===== src/rtl/bird_sprite_renderer_if.sv =====
// Pixel-stream, bird-pose, sprite-ROM and composited-pixel signals of the bird sprite renderer.
// master drives the pixel/pose stream and ROM data; slave is the renderer itself.
interface bird_sprite_renderer_if #(
  parameter int COLOR_W = 24,
  parameter int ROM_AW  = 14
);
  logic               frame_start;
  logic               pix_valid;
  logic [9:0]         pix_x;
  logic [9:0]         pix_y;
  logic [31:0]        birdY;
  logic [1:0]         bird_state;
  logic [1:0]         bird_angle;
  logic [3:0]         game_state;
  logic [ROM_AW-1:0]  rom_addr;
  logic [COLOR_W-1:0] rom_data;
  logic               out_valid;
  logic               bird_opaque;
  logic [COLOR_W-1:0] bird_rgb;

  modport master (
    output frame_start, pix_valid, pix_x, pix_y, birdY, bird_state, bird_angle,
           game_state, rom_data,
    input  rom_addr, out_valid, bird_opaque, bird_rgb
  );

  modport slave (
    input  frame_start, pix_valid, pix_x, pix_y, birdY, bird_state, bird_angle,
           game_state, rom_data,
    output rom_addr, out_valid, bird_opaque, bird_rgb
  );
endinterface


===== src/rtl/bird_sprite_renderer.sv =====
// Latches the bird pose once per frame and maps in-box pixels onto the sprite ROM.
// Latency 3 cycles, 1 pixel/cycle; no backpressure, the pipeline never stalls.
module bird_sprite_renderer #(
  parameter int                 BIRD_SIZE_X = 34,
  parameter int                 BIRD_SIZE_Y = 24,
  parameter int                 BIRD_X      = 100,
  parameter int                 V_ACTIVE    = 480,
  parameter int                 COLOR_W     = 24,
  parameter logic [COLOR_W-1:0] TRANSPARENT = 24'hFF00FF,
  parameter int                 ROM_AW      = 14,
  parameter int                 BLINK_LOG2  = 4
) (
  input  logic                   clk,
  input  logic                   rst,
  bird_sprite_renderer_if.slave  bus
);

  localparam logic [3:0] GS_PAUSE = 4'b0100;
  localparam logic [3:0] GS_END   = 4'b1000;
  localparam int         Y_MAX    = V_ACTIVE - BIRD_SIZE_Y;

  logic [9:0]          lat_y;
  logic [1:0]          lat_state;
  logic [1:0]          lat_angle;
  logic [9:0]          y_clamp;
  logic [1:0]          state_map;
  logic [1:0]          angle_map;
  logic [BLINK_LOG2:0] frame_cnt;
  logic                hidden;
  logic                in_box;
  logic                s2_hit;
  logic [ROM_AW-1:0]   col;
  logic [ROM_AW-1:0]   row;
  logic [ROM_AW-1:0]   pose_idx;
  logic [ROM_AW-1:0]   addr_nxt;
  logic                s1_valid;
  logic                s1_in_box;
  logic                s2_valid;
  logic                s2_in_box;

  // A negative birdY means the bird flew above the screen; pin it to the top line.
  always_comb begin
    if (bus.birdY[31])
      y_clamp = '0;
    else if (bus.birdY > 32'(Y_MAX))
      y_clamp = 10'(Y_MAX);
    else
      y_clamp = bus.birdY[9:0];
    state_map = (bus.bird_state == 2'd3) ? 2'd0 : bus.bird_state;
    angle_map = (bus.bird_angle == 2'd3) ? 2'd0 : bus.bird_angle;
  end

  always_ff @(posedge clk or posedge rst) begin
    if (rst) begin
      lat_y     <= 10'((V_ACTIVE - BIRD_SIZE_Y) / 2);
      lat_state <= 2'd0;
      lat_angle <= 2'd0;
    end else if (bus.frame_start && (bus.game_state != GS_PAUSE)) begin
      lat_y     <= y_clamp;
      lat_state <= state_map;
      lat_angle <= angle_map;
    end
  end

  always_ff @(posedge clk or posedge rst) begin
    if (rst)
      frame_cnt <= '0;
    else if (bus.game_state != GS_END)
      frame_cnt <= '0;
    else if (bus.frame_start)
      frame_cnt <= frame_cnt + 1'b1;
  end

  always_comb begin
    hidden   = (bus.game_state == GS_END) && frame_cnt[BLINK_LOG2];
    in_box   = bus.pix_valid && !hidden
            && ({1'b0, bus.pix_x} >= 11'(BIRD_X))
            && ({1'b0, bus.pix_x} <  11'(BIRD_X + BIRD_SIZE_X))
            && ({1'b0, bus.pix_y} >= {1'b0, lat_y})
            && ({1'b0, bus.pix_y} <  ({1'b0, lat_y} + 11'(BIRD_SIZE_Y)));
    col      = ROM_AW'(bus.pix_x) - ROM_AW'(BIRD_X);
    row      = ROM_AW'(bus.pix_y) - ROM_AW'(lat_y);
    // Sprite frames are stored angle-major, three flap phases per angle.
    pose_idx = ROM_AW'(lat_angle) * ROM_AW'(3) + ROM_AW'(lat_state);
    addr_nxt = pose_idx * ROM_AW'(BIRD_SIZE_X * BIRD_SIZE_Y)
             + row * ROM_AW'(BIRD_SIZE_X) + col;
    s2_hit   = s2_in_box && (bus.rom_data != TRANSPARENT);
  end

  always_ff @(posedge clk or posedge rst) begin
    if (rst) begin
      s1_valid        <= 1'b0;
      s1_in_box       <= 1'b0;
      bus.rom_addr    <= '0;
      s2_valid        <= 1'b0;
      s2_in_box       <= 1'b0;
      bus.out_valid   <= 1'b0;
      bus.bird_opaque <= 1'b0;
      bus.bird_rgb    <= '0;
    end else begin
      s1_valid        <= bus.pix_valid;
      s1_in_box       <= in_box;
      bus.rom_addr    <= in_box ? addr_nxt : '0;
      s2_valid        <= s1_valid;
      s2_in_box       <= s1_in_box;
      bus.out_valid   <= s2_valid;
      bus.bird_opaque <= s2_hit;
      bus.bird_rgb    <= s2_hit ? bus.rom_data : '0;
    end
  end

endmodule

===== src/flat_wrapper.sv =====
// flat-port wrapper written by rule: the top's interface ports become plain ports
module bird_sprite_renderer_flat 
#(
  parameter int                 BIRD_SIZE_X = 34,
  parameter int                 BIRD_SIZE_Y = 24,
  parameter int                 BIRD_X      = 100,
  parameter int                 V_ACTIVE    = 480,
  parameter int                 COLOR_W     = 24,
  parameter logic [COLOR_W-1:0] TRANSPARENT = 24'hFF00FF,
  parameter int                 ROM_AW      = 14,
  parameter int                 BLINK_LOG2  = 4
)
  (clk, rst, bus_frame_start, bus_pix_valid, bus_pix_x, bus_pix_y, bus_birdY, bus_bird_state, bus_bird_angle, bus_game_state, bus_rom_data, bus_rom_addr, bus_out_valid, bus_bird_opaque, bus_bird_rgb);
  bird_sprite_renderer_if #(.COLOR_W(COLOR_W), .ROM_AW(ROM_AW)) bus_i ();
  input  logic clk;
  input  logic rst;
  input wire logic [$bits(bus_i.frame_start)-1:0] bus_frame_start;
  input wire logic [$bits(bus_i.pix_valid)-1:0] bus_pix_valid;
  input wire logic [$bits(bus_i.pix_x)-1:0] bus_pix_x;
  input wire logic [$bits(bus_i.pix_y)-1:0] bus_pix_y;
  input wire logic [$bits(bus_i.birdY)-1:0] bus_birdY;
  input wire logic [$bits(bus_i.bird_state)-1:0] bus_bird_state;
  input wire logic [$bits(bus_i.bird_angle)-1:0] bus_bird_angle;
  input wire logic [$bits(bus_i.game_state)-1:0] bus_game_state;
  input wire logic [$bits(bus_i.rom_data)-1:0] bus_rom_data;
  output wire logic [$bits(bus_i.rom_addr)-1:0] bus_rom_addr;
  output wire logic [$bits(bus_i.out_valid)-1:0] bus_out_valid;
  output wire logic [$bits(bus_i.bird_opaque)-1:0] bus_bird_opaque;
  output wire logic [$bits(bus_i.bird_rgb)-1:0] bus_bird_rgb;
  assign bus_i.frame_start = bus_frame_start;
  assign bus_i.pix_valid = bus_pix_valid;
  assign bus_i.pix_x = bus_pix_x;
  assign bus_i.pix_y = bus_pix_y;
  assign bus_i.birdY = bus_birdY;
  assign bus_i.bird_state = bus_bird_state;
  assign bus_i.bird_angle = bus_bird_angle;
  assign bus_i.game_state = bus_game_state;
  assign bus_i.rom_data = bus_rom_data;
  assign bus_rom_addr = bus_i.rom_addr;
  assign bus_out_valid = bus_i.out_valid;
  assign bus_bird_opaque = bus_i.bird_opaque;
  assign bus_bird_rgb = bus_i.bird_rgb;
  bird_sprite_renderer #(.BIRD_SIZE_X(BIRD_SIZE_X), .BIRD_SIZE_Y(BIRD_SIZE_Y), .BIRD_X(BIRD_X), .V_ACTIVE(V_ACTIVE), .COLOR_W(COLOR_W), .TRANSPARENT(TRANSPARENT), .ROM_AW(ROM_AW), .BLINK_LOG2(BLINK_LOG2)) u_core (.clk(clk), .rst(rst), .bus(bus_i));
endmodule

===== config.mk =====
export PLATFORM = sky130hd
export DESIGN_NAME = bird_sprite_renderer_flat
export DESIGN_NICKNAME = d
export VERILOG_FILES = /design/src/rtl/bird_sprite_renderer_if.sv /design/src/rtl/bird_sprite_renderer.sv /design/src/flat_wrapper.sv
export SDC_FILE = /design/constraint.sdc
export NUM_CORES = 1
export LEC_CHECK = 0
export ABC_CLOCK_PERIOD_IN_PS = 6400
export BUFFER_PORTS_ARGS = -buffer_cell sky130_fd_sc_hd__buf_2
export CORE_MARGIN = 4
export CORE_UTILIZATION = 53
export DETAILED_ROUTE_END_ITERATION = 8
export PLACE_DENSITY_LB_ADDON = 0.08
export SYNTH_ARGS = -nofsm -noshare
export SYNTH_HDL_FRONTEND = slang
export SYNTH_SLANG_ARGS = --single-unit
export TNS_END_PERCENT = 10

===== constraint.sdc =====
create_clock -name clk -period 6.4 [get_ports clk]
set_input_delay 1.28 -clock clk [delete_from_list [all_inputs] [get_ports clk]]
set_output_delay 1.28 -clock clk [all_outputs]
set_load 0.01 [all_outputs]

* After elaboration in Yosys (flattened, before gate mapping)
Cells that the tools add are included.
** Operators by class
- Add/sub/neg operators :: 7
- Multiply operators :: 3
- Order comparisons :: 5
- Equal/unequal tests :: 6
- Multiplexer cells :: 8
- Reduce and logical (&&, ||, !) cells :: 10
** Operator list (number)
- $gt 32x9->1 const B :: 1
- $add 14x14->14 :: 2
- $mux 24 :: 1
- $ne 24x24->1 const B :: 1
- $mux 10 :: 2
- $mul 14x5->13 const B :: 1
- $mul 14x6->10 const B :: 1
- $mux 14 :: 1
- $add 10x5->11 const B :: 1
- $lt 10x11->1 :: 1
- $sub 10x10->11 :: 1
- $sub 10x7->11 const B :: 1
- $ge 10x10->1 :: 1
- $ge 10x7->1 const B :: 1
- $lt 10x8->1 const B :: 1
- $mux 5 :: 2
- $logic_and 1x1->1 :: 8
- $add 4x2->5 :: 1
- $add 5x1->5 const B :: 1
- $eq 2x2->1 const B :: 2
- $eq 4x4->1 const B :: 1
- $mul 2x2->4 const B :: 1
- $mux 2 :: 2
- $ne 4x3->1 const B :: 1
- other kinds (3) :: 3
** Word-level totals
- Register bits after elaboration :: 63
- Input port bits :: 88
- Output and inout bits :: 40
- Logic and storage cells :: 51

* Logic depth before layout (Yosys ltp)
Gate-level depths: netlist (run 1).
- Depth after elaboration :: 9
- Depth in mapped cells :: 24
- Gate-level depth less buffers :: 24

* Least setup slack after synthesis (run 1)
OpenSTA, ideal clock, no wires.
- Path kind :: in2reg
- Start point :: in bus_pix_y[0]
- End point :: reg u_core.bus.rom_addr[13]
- Library setup time :: 73 ps
- Arrival :: 5695 ps
- Data required time :: 6327 ps
- Path slack :: 632 ps
- Stages :: 23
- Path buffers :: 0
- Cell sequence :: inv_1 -> ha_1 -> inv_1 -> fa_1 -> nand3_1 -> nand2_1 -> a21o_1 -> a21oi_1 -> xnor2_1 -> ha_1 -> fa_1 -> a21o_1 -> a21oi_1 -> o21bai_1 -> a21oi_1 -> xnor2_1 -> fa_1 -> ha_1 -> a21o_1 -> a31oi_1 -> xnor2_1 -> xor3_1 -> nor2b_1
** On the way
- Longest elaborated chain between the ends :: 5
- Elaborated cells on any way between the ends :: 9
- Those cells by class :: add/sub (3); mul (1); order compare (2); mux (1); reduce/logical (2)
** RTL lines
- start: declaration :: line flat_wrapper.sv:20 : input wire logic [$bits(bus_i.pix_y)-1:0] bus_pix_y;
- $sub 10x10->11 :: line bird_sprite_renderer.sv:82 : row = ROM_AW'(bus.pix_y) - ROM_AW'(lat_y);
- $mul 14x5->13 :: line bird_sprite_renderer.sv:86 : + row * ROM_AW'(BIRD_SIZE_X) + col;
- $add 14x14->14 (2 in a row) :: line bird_sprite_renderer.sv:86
- $mux 14 (*) :: line bird_sprite_renderer.sv:103 : bus.rom_addr <= in_box ? addr_nxt : '0;
- end signal: assignment :: line bird_sprite_renderer.sv:103
- end: declaration :: line bird_sprite_renderer_if.sv:30 : output rom_addr, out_valid, bird_opaque, bird_rgb
Every way passes the cells marked *; elsewhere a longest branch is shown, timed or not.
A chain may end at the register's enable or synchronous reset.

* Worst setup path in the final report (run 1)
Ends and elaborated chain as after synthesis.

==> metrics.md, run 1 <==
| Metric | Value |
|---|---|
| Family with the most delay on the worst path | adder cells |
| Tcrit/Tclk final | 92.2% |
| Hold Path Sink | u_core.s2_in_box |
| Min Tclk post-route | 5900 ps |
| Reg-to-reg setup timing slack | 1000 ps |
| Critical path's slowest cell | fa_1 |
| Setup TNS | 0 ps |
| Starting density of the core | 55.4% |
| Leakage | 2.99 nW |
| Worst hold path startpoint | u_core.s1_in_box |
| Routed WL | 10700 um |
| Mean Syn Cell Area | 10.1 um^2 |
| Filler Cells Inserted | 672 |
| CP max stage delay | 480 ps |
| Post-synth net total | 626 |
| Routed len/inst | 15.2 um |
| Post-CTS Resized | 0 |
| Number of synthesized register bits | 63 |
| CP endpoint kind | flip-flop |
| Longest Clk Path Bufs | 2 |
| Fin. max-slew vios | 0 |
| Worst path required time | 6670 ps |
| Global Route Usage Sum | 21.8% |
| Primary FF master, synth | dfrtp_1 |
| Async set or reset register ratio after synthesis | 100% |
| Hold Slack | 345 ps |
| Worst r2r src | u_core.lat_angle[0] |
| Hold WC Path Type | flip-flop to flip-flop |
| Worst-path fanout max | 6 |
| Root buffer cell | clkbuf_8 |
| Worst-Skew Late Latency | 340 ps |
| Syn-to-layout area delta | 21.8% |
| Final Setup Violations | 0 |
| CP Buf/Inv Count | 3 |
| Via/cell ratio | 5.34 |
| IO Port Bufs | 127 |
| H-tree Lvls | 3 |
| Register area share after synthesis | 34.2% |
| Pwr dens | 357 nW/um^2 |
| R2r endpoint | u_core.bus.rom_addr[13] |
| Vias | 3761 |
| Sink Count | 63 |
| Initial DRC count | 85 |
| CORE AREA | 8340 um^2 |
| Cell internal pwr | 1.18 mW |
| Worst IR Drop VDD | 0.259 mV |
| Synth unique cells | 52 |
| Proportion of layout cells with a drive suffix above 1 | 27.0% |
| GRT Residual Overflow | 0 |
| Row count | 33 |
| Gpl congestion | 0.909 |
| Clk slew on worst S/H paths | 80 ps |
| Run status | finished clean |
| Post-CTS setup buffer count | 0 |
| Crit path kind | input pin to flip-flop |
| Most common cell after layout, fill and taps aside | buf_2 |
| RSZ-0062 raised after global routing | false |
| Number of flops mapped to enable cells by yosys | 0 |
| Max-Cap Viols | 0 |
| Combinational Power Share | 59.5% |
| Largest net degree at the start of global routing | 64 |
| DIE HEIGHT | 101 um |
| Max_slew headroom | 49.6% |
| Ports | 128 |
| WP data arrival | 6170 ps |
| Sequential group share of total power | 20.5% |
| Switch share | 41.2% |
| Hold Violations, Final | 0 |
| Post-DP HPWL | 8880 um |
| DRT Pass-1 Iters | 4 |
| Hold path depth | 0 |
| Crit-path cells | buf_2 -> inv_1 -> ha_1 -> inv_1 -> fa_1 -> nand3_1 -> nand2_1 -> a21o_1 -> a21oi_1 -> xnor2_1 -> ha_1 -> fa_1 -> a21o_1 -> a21oi_1 -> o21bai_1 -> a21oi_1 -> xnor2_1 -> fa_1 -> ha_1 -> a21o_1 -> a31oi_1 -> xnor2_1 -> xor3_1 -> nor2b_1 |
| Antenna cell count | 0 |
| Startpoint types | input pin |
| Switching Power | 0.828 mW |
| Clock skew | 16.1 ps |
| Worst Tran Pin Value | 756 ps |
| Gate count after technology mapping | 459 |
| DIE AREA | 10300 um^2 |
| Final Net Count | 761 |
| Hold_buf cts | 0 |
| Worst Setup Slack post-DPL | 137 ps |
| R2R cell count | 23 |
| TritonCTS buffer count | 9 |
| Warnings from Yosys | 0 |
| Achievable frequency | 0.169 GHz |
| Clock group share of total power | 20.0% |
| Width of the chip | 101 um |
| Antenna viol nets, final | 0 |
| Drt drc | 0 |
| CTS tree | done |
| Layout Cells excl Fill | 704 |
| Synthesized area | 4620 um^2 |
| Final WS setup | 499 ps |
| Antenna violations before repair | 0 |
| Vias in the first global route | 3877 |
| Placed Cells | 688 |
| Tot Pwr | 2.01 mW |
| First-pass GRT wire length | 17800 um |
| Most frequent cells in the layout | 127 x buf_2, 64 x ha_1, 59 x dfrtp_1, 45 x inv_1, 30 x and2_1 |
[through the flow]
step,cell area [um^2],utilization (%)
after floorplan,4620,-
after global placement,5390,64.7
after global routing,5630,67.5
final,5630,67.5
after detailed placement,5390,64.7
after CTS,5620,67.4
[cells by family after synthesis]
| group | count (synthesis) | share of synthesized area [%] |
|---|---|---|
| xor gates and xnor gates | 45 | 9.15 |
| adders and majority gates | 79 | 23.8 |
| AOI/OAI and AO/OA | 82 | 12.1 |
| and+or+nand+nor | 137 | 16.3 |
| buffers and inverters | 52 | 4.22 |
| muxes | 1 | 0.217 |
| DFF | 63 | 34.2 |
[Yosys cell counts (9+ instances only)]
cell type	n	share of area, %
nor4_1	12	1.6
dfrtp_1	59	32
o21ai_0	9	0.97
nand2_1	23	1.9
a21oi_1	16	1.7
inv_1	46	3.7
xnor2_1	28	5.3
and2_1	30	4.1
a21o_1	10	1.6
ha_1	64	17
xor2_1	15	2.8
fa_1	15	6.5
nor2_1	27	2.2
o21ai_1	10	1.1
nand2b_1	9	1.2
[layer usage]
metal	GRT usage, %	routed length, um	vias to the layer above
met5	0	0	-
met3	4.55	673	8
met4	4.29	91	0
li1	-	-	1858
met1	28.8	4770	1779
met2	37.0	5150	116
[area by class of cell]
class	instances	area, um^2	area share [%]
clock buffers	10	138	2.44
clock inverters	6	92.6	1.64
inverters	47	176	3.13
multi-input cells	344	2860	50.8
flip-flops and latches	63	1580	28.1
well taps	105	131	2.33
repair buffers	129	651	11.6
[power groups by stage]
stage | logic [mW] | registers, mW | clock network (mW)
after floorplan | 0.936 | 0.419 | 0
after global placement | 1.14 | 0.420 | 0
after detailed placement | 1.19 | 0.420 | 0
after CTS | 1.20 | 0.412 | 0.408
after global routing | 1.36 | 0.413 | 0.426
final | 1.19 | 0.412 | 0.401
[worst max-delay path by stage]
stage                       startpoint                       to  slack (ps)  cells past startpoint
final                     bus_pix_y[0]  u_core.bus.rom_addr[13]         500                     24
after floorplan           bus_pix_y[0]  u_core.bus.rom_addr[13]         630                     23
after detailed placement  bus_pix_y[0]  u_core.bus.rom_addr[13]         140                     24
after global placement    bus_pix_y[0]  u_core.bus.rom_addr[13]         300                     24
after CTS                 bus_pix_y[0]  u_core.bus.rom_addr[13]         510                     24
after global routing      bus_pix_y[0]  u_core.bus.rom_addr[13]         190                     24
[sequential cells by signal, indices dropped and copies added, names as in the netlist]
register,flops
u_core.bus.bird_opaque,1
u_core.bus.bird_rgb,24
u_core.bus.out_valid,1
u_core.bus.rom_addr,14
u_core.frame_cnt,5
u_core.lat_angle,2
u_core.lat_state,2
u_core.lat_y,10
u_core.s1_in_box,1
u_core.s1_valid,1
u_core.s2_in_box,1
u_core.s2_valid,1
[worst reg2reg max path: cells and delay by family, from the launching register on]
kind / cells / cell delay (ps)
adder cells (fa/ha/maj): 8 / 3050
AO/OA/AOI/OAI: 4 / 810
XOR/XNOR: 3 / 580
buffers and inverters: 6 / 390
flip-flops: 1 / 370
AND/OR/NAND/NOR: 2 / 180
No activity file was read; power rests on OpenSTA's default activity.
==> run 2, diff against run 1 <==
Settings changed: CORE_ASPECT_RATIO set to 1.1.
==> run 2 against run 1 <==
Against the previous run:
- clock-buffer cell count is the same
- critical endpoint unchanged
- die area is essentially flat
- final area shrank 0.24%
- clock power shrank 12%
- clock skew shrank 5.9 ps
- sequential share of layout area grew 0.069 points
- sequential cell count is the same
- cell count grew 0.99%
- highest routed layer unchanged
- hold slack gained 4.9 ps
==> metrics.md, run 2 (same netlist as run 1, synthesis figures left out) <==
| Metric | Value |
|---|---|
| Register area | 1580 um^2 |
| Routed WL | 10500 um |
| Crit path kind | input pin to flip-flop |
| CORE AREA | 8450 um^2 |
| Final Net Count | 762 |
| Initial DRC count | 115 |
| Final Setup Violations | 0 |
| Drt drc | 0 |
| Global Route Usage Sum | 20.1% |
| Switching Power | 0.818 mW |
| Routed len/inst | 14.7 um |
| Width of the chip | 97.0 um |
| Sink Count | 63 |
| Fin. max-slew vios | 0 |
| Worst path required time | 6660 ps |
| Setup TNS | 0 ps |
| IO Port Bufs | 127 |
| Largest net degree at the start of global routing | 64 |
| Row count | 35 |
| GRT Residual Overflow | 0 |
| DIE HEIGHT | 106 um |
| Achievable frequency | 0.171 GHz |
| Worst IR Drop VDD | 0.215 mV |
| Multi-input logic area | 2850 um^2 |
| Min Tclk post-route | 5840 ps |
| Run status | finished clean |
| Vias | 3744 |
| Worst-Skew Late Latency | 330 ps |
| Via/cell ratio | 5.27 |
| DRT Pass-1 Iters | 4 |
| Hold WC Path Type | flip-flop to flip-flop |
| Largest Register | u_core.bus.bird_rgb |
| Root buffer cell | clkbuf_8 |
| RSZ-0062 raised after global routing | false |
| Cell internal pwr | 1.13 mW |
| TritonCTS buffer count | 9 |
| Clock group share of total power | 18.0% |
| Longest Clk Path Bufs | 2 |
| Worst Tran Pin Value | 747 ps |
| Leakage | 2.98 nW |
| Gpl congestion | 0.903 |
| Pwr dens | 348 nW/um^2 |
| Antenna viol nets, final | 0 |
| Vias in the first global route | 3722 |
| GRT met1 Usage | 25.9% |
| Post-CTS Resized | 0 |
| WP data arrival | 6100 ps |
| Filler Cells Inserted | 697 |
| Syn-to-layout area delta | 21.5% |
| Most common cell after layout, fill and taps aside | buf_2 |
| Post-DP HPWL | 8850 um |
| First-pass GRT wire length | 17000 um |
| Post-CTS setup buffer count | 0 |
| Top flop regs | u_core.bus.bird_rgb x24, u_core.bus.rom_addr x14, u_core.lat_y x10 |
| Starting density of the core | 54.7% |
| Antenna cell count | 0 |
| Clk slew on worst S/H paths | 70 ps |
| DIE AREA | 10300 um^2 |
| Antenna violations before repair | 0 |
| Max-Cap Viols | 0 |
| CP endpoint kind | flip-flop |
| Met3 Use GR | 4.99% |
| Combinational Power Share | 60.8% |
| Startpoint types | input pin |
| Proportion of layout cells with a drive suffix above 1 | 27.0% |
| CTS tree | done |
| Tot Pwr | 1.95 mW |
| Max_slew headroom | 49.9% |
| H-tree Lvls | 3 |
| Most frequent cells in the layout | 127 x buf_2, 64 x ha_1, 59 x dfrtp_1, 45 x inv_1, 30 x and2_1 |
| Hold_buf cts | 0 |
| M2 GR Usage | 35.4% |
| Most used routing layer | met2 |
| Tcrit/Tclk final | 91.2% |
| Worst-path fanout max | 6 |
| Switch share | 41.9% |
| Hold Violations, Final | 0 |
| Max FFs per register | 24 |
| Clock skew | 10.2 ps |
| Ports | 128 |
| Sequential group share of total power | 21.1% |
run 2: cell count changes in the layout (fill, tap and decap cells not counted):
cell / previous run / this run
clkinv_4: 1 / 2
bufinv_16: 2 / 1
a31oi_2: 1 / 0
clkinvlp_4: 2 / 3
buf_4: 2 / 3
a31oi_1: 3 / 4
inv_6: 1 / 0
run 2: power by group through the flow:
stage / Combinational [mW] / Sequential [mW] / Clock, mW
3_3_place_gp: 1.14 / 0.420 / 0
2_1_floorplan: 0.936 / 0.419 / 0
3_5_place_dp: 1.18 / 0.420 / 0
5_1_grt: 1.34 / 0.413 / 0.378
6_report: 1.19 / 0.413 / 0.352
4_1_cts: 1.19 / 0.413 / 0.362
run 2: final cells by class:
class	instances	share of cell area (%)
Clock inverter	6	1.25
Inverter	47	3.14
Multi-Input combinational cell	344	50.8
Timing Repair Buffer	130	11.7
Clock buffer	10	2.45
Tap cell	111	2.47
Sequential cell	63	28.2
run 2: worst paths after layout:
kind,depth (start not counted),slack (ps),endpoint,from
min in group asynchronous,3,1150,u_core.bus.bird_rgb[15],rst
worst max-delay path,24,560,u_core.bus.rom_addr[13],bus_pix_y[0]
worst min register to register,0,350,u_core.s2_valid,u_core.s1_valid
worst min-delay path,0,350,u_core.s2_valid,u_core.s1_valid
worst max register to register,23,940,u_core.bus.rom_addr[13],u_core.lat_angle[0]
max in group asynchronous,3,4750,u_core.bus.rom_addr[12],rst
run 2: critical path, stage by stage:
cell and delay, ps:
buf_2 100, inv_1 50, ha_1 150, inv_1 50
fa_1 390, nand3_1 140, nand2_1 100, a21o_1 190
a21oi_1 170, xnor2_1 180, ha_1 310, fa_1 480
a21o_1 200, a21oi_1 210, o21bai_1 80, a21oi_1 170
xnor2_1 170, fa_1 440, ha_1 380, a21o_1 210
a31oi_1 170, xnor2_1 150, xor3_1 240, nor2b_1 110
run 2: through the flow:
step / worst slack (ps) / utilization [%] / hold WS (ps) / instance area, um^2 / instances
2_1_floorplan: 632 / - / 331 / 4620 / 459
3_3_place_gp: 320 / 63.9 / 334 / 5400 / 694
3_5_place_dp: 190 / 63.9 / 336 / 5400 / 694
4_1_cts: 547 / 66.4 / 352 / 5610 / 710
5_1_grt: 228 / 66.4 / 360 / 5620 / 711
6_report: 564 / 66.4 / 350 / 5620 / 711
run 2: routing by layer:
layer / share of wire, % / up-vias / routed length [um]
li1: - / 1864 / -
met4: 0.59 / 0 / 62
met2: 49 / 121 / 5150
met1: 43 / 1750 / 4550
met3: 6.7 / 9 / 700
met5: 0 / - / 0
==> run 3, diff against run 2 <==
Settings changed: CORE_ASPECT_RATIO 1.1 to unset, PLACE_DENSITY set to 0.81, PLACE_DENSITY_LB_ADDON 0.08 to unset.
==> run 3 against run 2 <==
Against the previous run:
- clock power grew 3%
- critical path depth is the same
- combinational power is essentially flat
- register-to-register slack lost 110 ps
- via count grew 1.4%
- total power grew 1.3%
- maximum frequency shrank 1.7%
- first-iteration DRC count grew 7.8%
- utilization grew 0.71 points
- routed wire length grew 3.9%
- sequential power is essentially flat
- critical path type unchanged
==> metrics.md, run 3 (same netlist as run 1, synthesis figures left out) <==
| Metric | Value |
|---|---|
| CP endpoint kind | flip-flop |
| CORE AREA | 8340 um^2 |
| DIE HEIGHT | 101 um |
| Routed WL | 10900 um |
| Max FFs per register | 24 |
| Antenna cell count | 0 |
| Tcrit/Tclk final | 92.7% |
| Critical path's slowest cell | fa_1 |
| Clk slew on worst S/H paths | 90 ps |
| Drt drc | 0 |
| GRT met1 Usage | 27.0% |
| Via/cell ratio | 5.39 |
| Worst path required time | 6690 ps |
| WP data arrival | 6230 ps |
| Worst IR Drop VDD | 0.282 mV |
| Initial DRC count | 124 |
| Min Tclk post-route | 5930 ps |
| Fin area | 5600 um^2 |
| Final Net Count | 761 |
| TritonCTS buffer count | 9 |
| Startpoint types | input pin |
| CTS tree | done |
| Antenna violations before repair | 0 |
| Most common cell after layout, fill and taps aside | buf_2 |
| CP max stage delay | 470 ps |
| Fin. max-slew vios | 0 |
| Worst Setup Slack post-DPL | 139 ps |
| Run status | finished clean |
| Worst Tran Pin Value | 1240 ps |
| GRT Residual Overflow | 0 |
| Final WS setup | 466 ps |
| Hold WC Path Type | flip-flop to flip-flop |
| Setup TNS | 0 ps |
| R2R cell count | 23 |
| H-tree Lvls | 3 |
| Pwr dens | 353 nW/um^2 |
| Top flop regs | u_core.bus.bird_rgb x24, u_core.bus.rom_addr x14, u_core.lat_y x10 |
| Largest net degree at the start of global routing | 64 |
| Most frequent cells in the layout | 127 x buf_2, 64 x ha_1, 59 x dfrtp_1, 45 x inv_1, 30 x and2_1 |
| M2 GR Usage | 37.2% |
| DRT Pass-1 Iters | 5 |
| Max_slew headroom | 17.1% |
| Placed Cells | 688 |
| Crit path kind | input pin to flip-flop |
| Vias in the first global route | 3916 |
| Max-Cap Viols | 0 |
| Syn-to-layout area delta | 21.2% |
| Clock skew | 28.1 ps |
| Post-DP HPWL | 8970 um |
| Routed len/inst | 15.4 um |
| Worst-Skew Late Latency | 360 ps |
| Width of the chip | 101 um |
| Achievable frequency | 0.169 GHz |
| Worst-path fanout max | 6 |
| Most used routing layer | met2 |
| Hold path depth | 0 |
| Ports | 128 |
| Placement Cell Area | 5390 um^2 |
| Largest Register | u_core.bus.bird_rgb |
| Crit-path cells | buf_2 -> inv_1 -> ha_1 -> inv_1 -> fa_1 -> nand3_1 -> nand2_1 -> a21o_1 -> a21oi_1 -> xnor2_1 -> ha_1 -> fa_1 -> a21o_1 -> a21oi_1 -> o21bai_1 -> a21oi_1 -> xnor2_1 -> fa_1 -> ha_1 -> a21o_1 -> a31oi_1 -> xnor2_1 -> xor3_1 -> nor2b_1 |
| Hold_buf cts | 0 |
| Root buffer cell | clkbuf_8 |
| Antenna viol nets, final | 0 |
| Post-CTS setup buffer count | 0 |
| Starting density of the core | 55.4% |
| Proportion of layout cells with a drive suffix above 1 | 26.9% |
| Filler Cells Inserted | 688 |
| Leakage | 2.98 nW |
| Longest Clk Path Bufs | 2 |
| RSZ-0062 raised after global routing | false |
| Hold Slack | 342 ps |
| Met3 Use GR | 5.65% |
| Row count | 33 |
| Final Setup Violations | 0 |
| IO Port Bufs | 127 |
| Sink Count | 63 |
| Vias | 3795 |
| Post-CTS Resized | 0 |
| Gpl congestion | 0.956 |
| Hold Violations, Final | 0 |
| DIE AREA | 10300 um^2 |
| Layout Cells excl Fill | 704 |
| First-pass GRT wire length | 17600 um |
| Global Route Usage Sum | 21.8% |
## run 3: cell count changes in the layout (fill, tap and decap cells not counted), sizes merged
cell      previous run  this run
clkbuf              10        11
clkinv               2         3
buf                130       129
clkinvlp             3         1
## run 3: final cells by class
type                            count  area [um^2]  share of cell area, %
Timing Repair Buffer              129          651                   11.6
Tap cell                          105          131                   2.35
Clock inverter                      5         56.3                   1.01
Inverter                           47          176                   3.15
Clock buffer                       11          151                   2.70
Multi-Input combinational cell    344         2850                   50.9
Sequential cell                    63         1580                   28.2
## run 3: layer usage
layer | routed length (um) | vias up | part of all wire [%]
met5 | 0 | - | 0
met4 | 227 | 0 | 2.1
met3 | 981 | 23 | 9.0
met2 | 5240 | 165 | 48
met1 | 4420 | 1748 | 41
li1 | - | 1859 | -
## run 3: per-stage QoR
stage	utilization, %	power, mW
after floorplan	-	1.36
after global placement	64.7	1.56
after detailed placement	64.7	1.60
after CTS	67.1	1.98
after global routing	67.1	2.15
final	67.1	1.98
## run 3: where the power goes
part,internal [mW],switching [mW]
Combinational,0.538,0.664
Clock,0.200,0.163
Sequential,0.407,0.00595
## run 3: critical path, delay by kind of cell
| kind | cells | cell delay [ps] |
|---|---|---|
| xor gates and xnor gates | 4 | 760 |
| buffers and inverters | 3 | 190 |
| adders and majority gates | 6 | 2160 |
| and+or+nand+nor | 3 | 360 |
| AOI/OAI and AO/OA | 8 | 1460 |
## run 3: worst paths after layout
path	endpoint	slack [ps]	from
min	u_core.s2_in_box	340	u_core.s1_in_box
min reg2reg	u_core.s2_in_box	340	u_core.s1_in_box
max in group asynchronous	u_core.bus.bird_rgb[21]	4740	rst
max reg2reg	u_core.bus.rom_addr[13]	830	u_core.lat_angle[0]
max	u_core.bus.rom_addr[13]	470	bus_pix_y[0]
min in group asynchronous	u_core.lat_y[1]	1140	rst
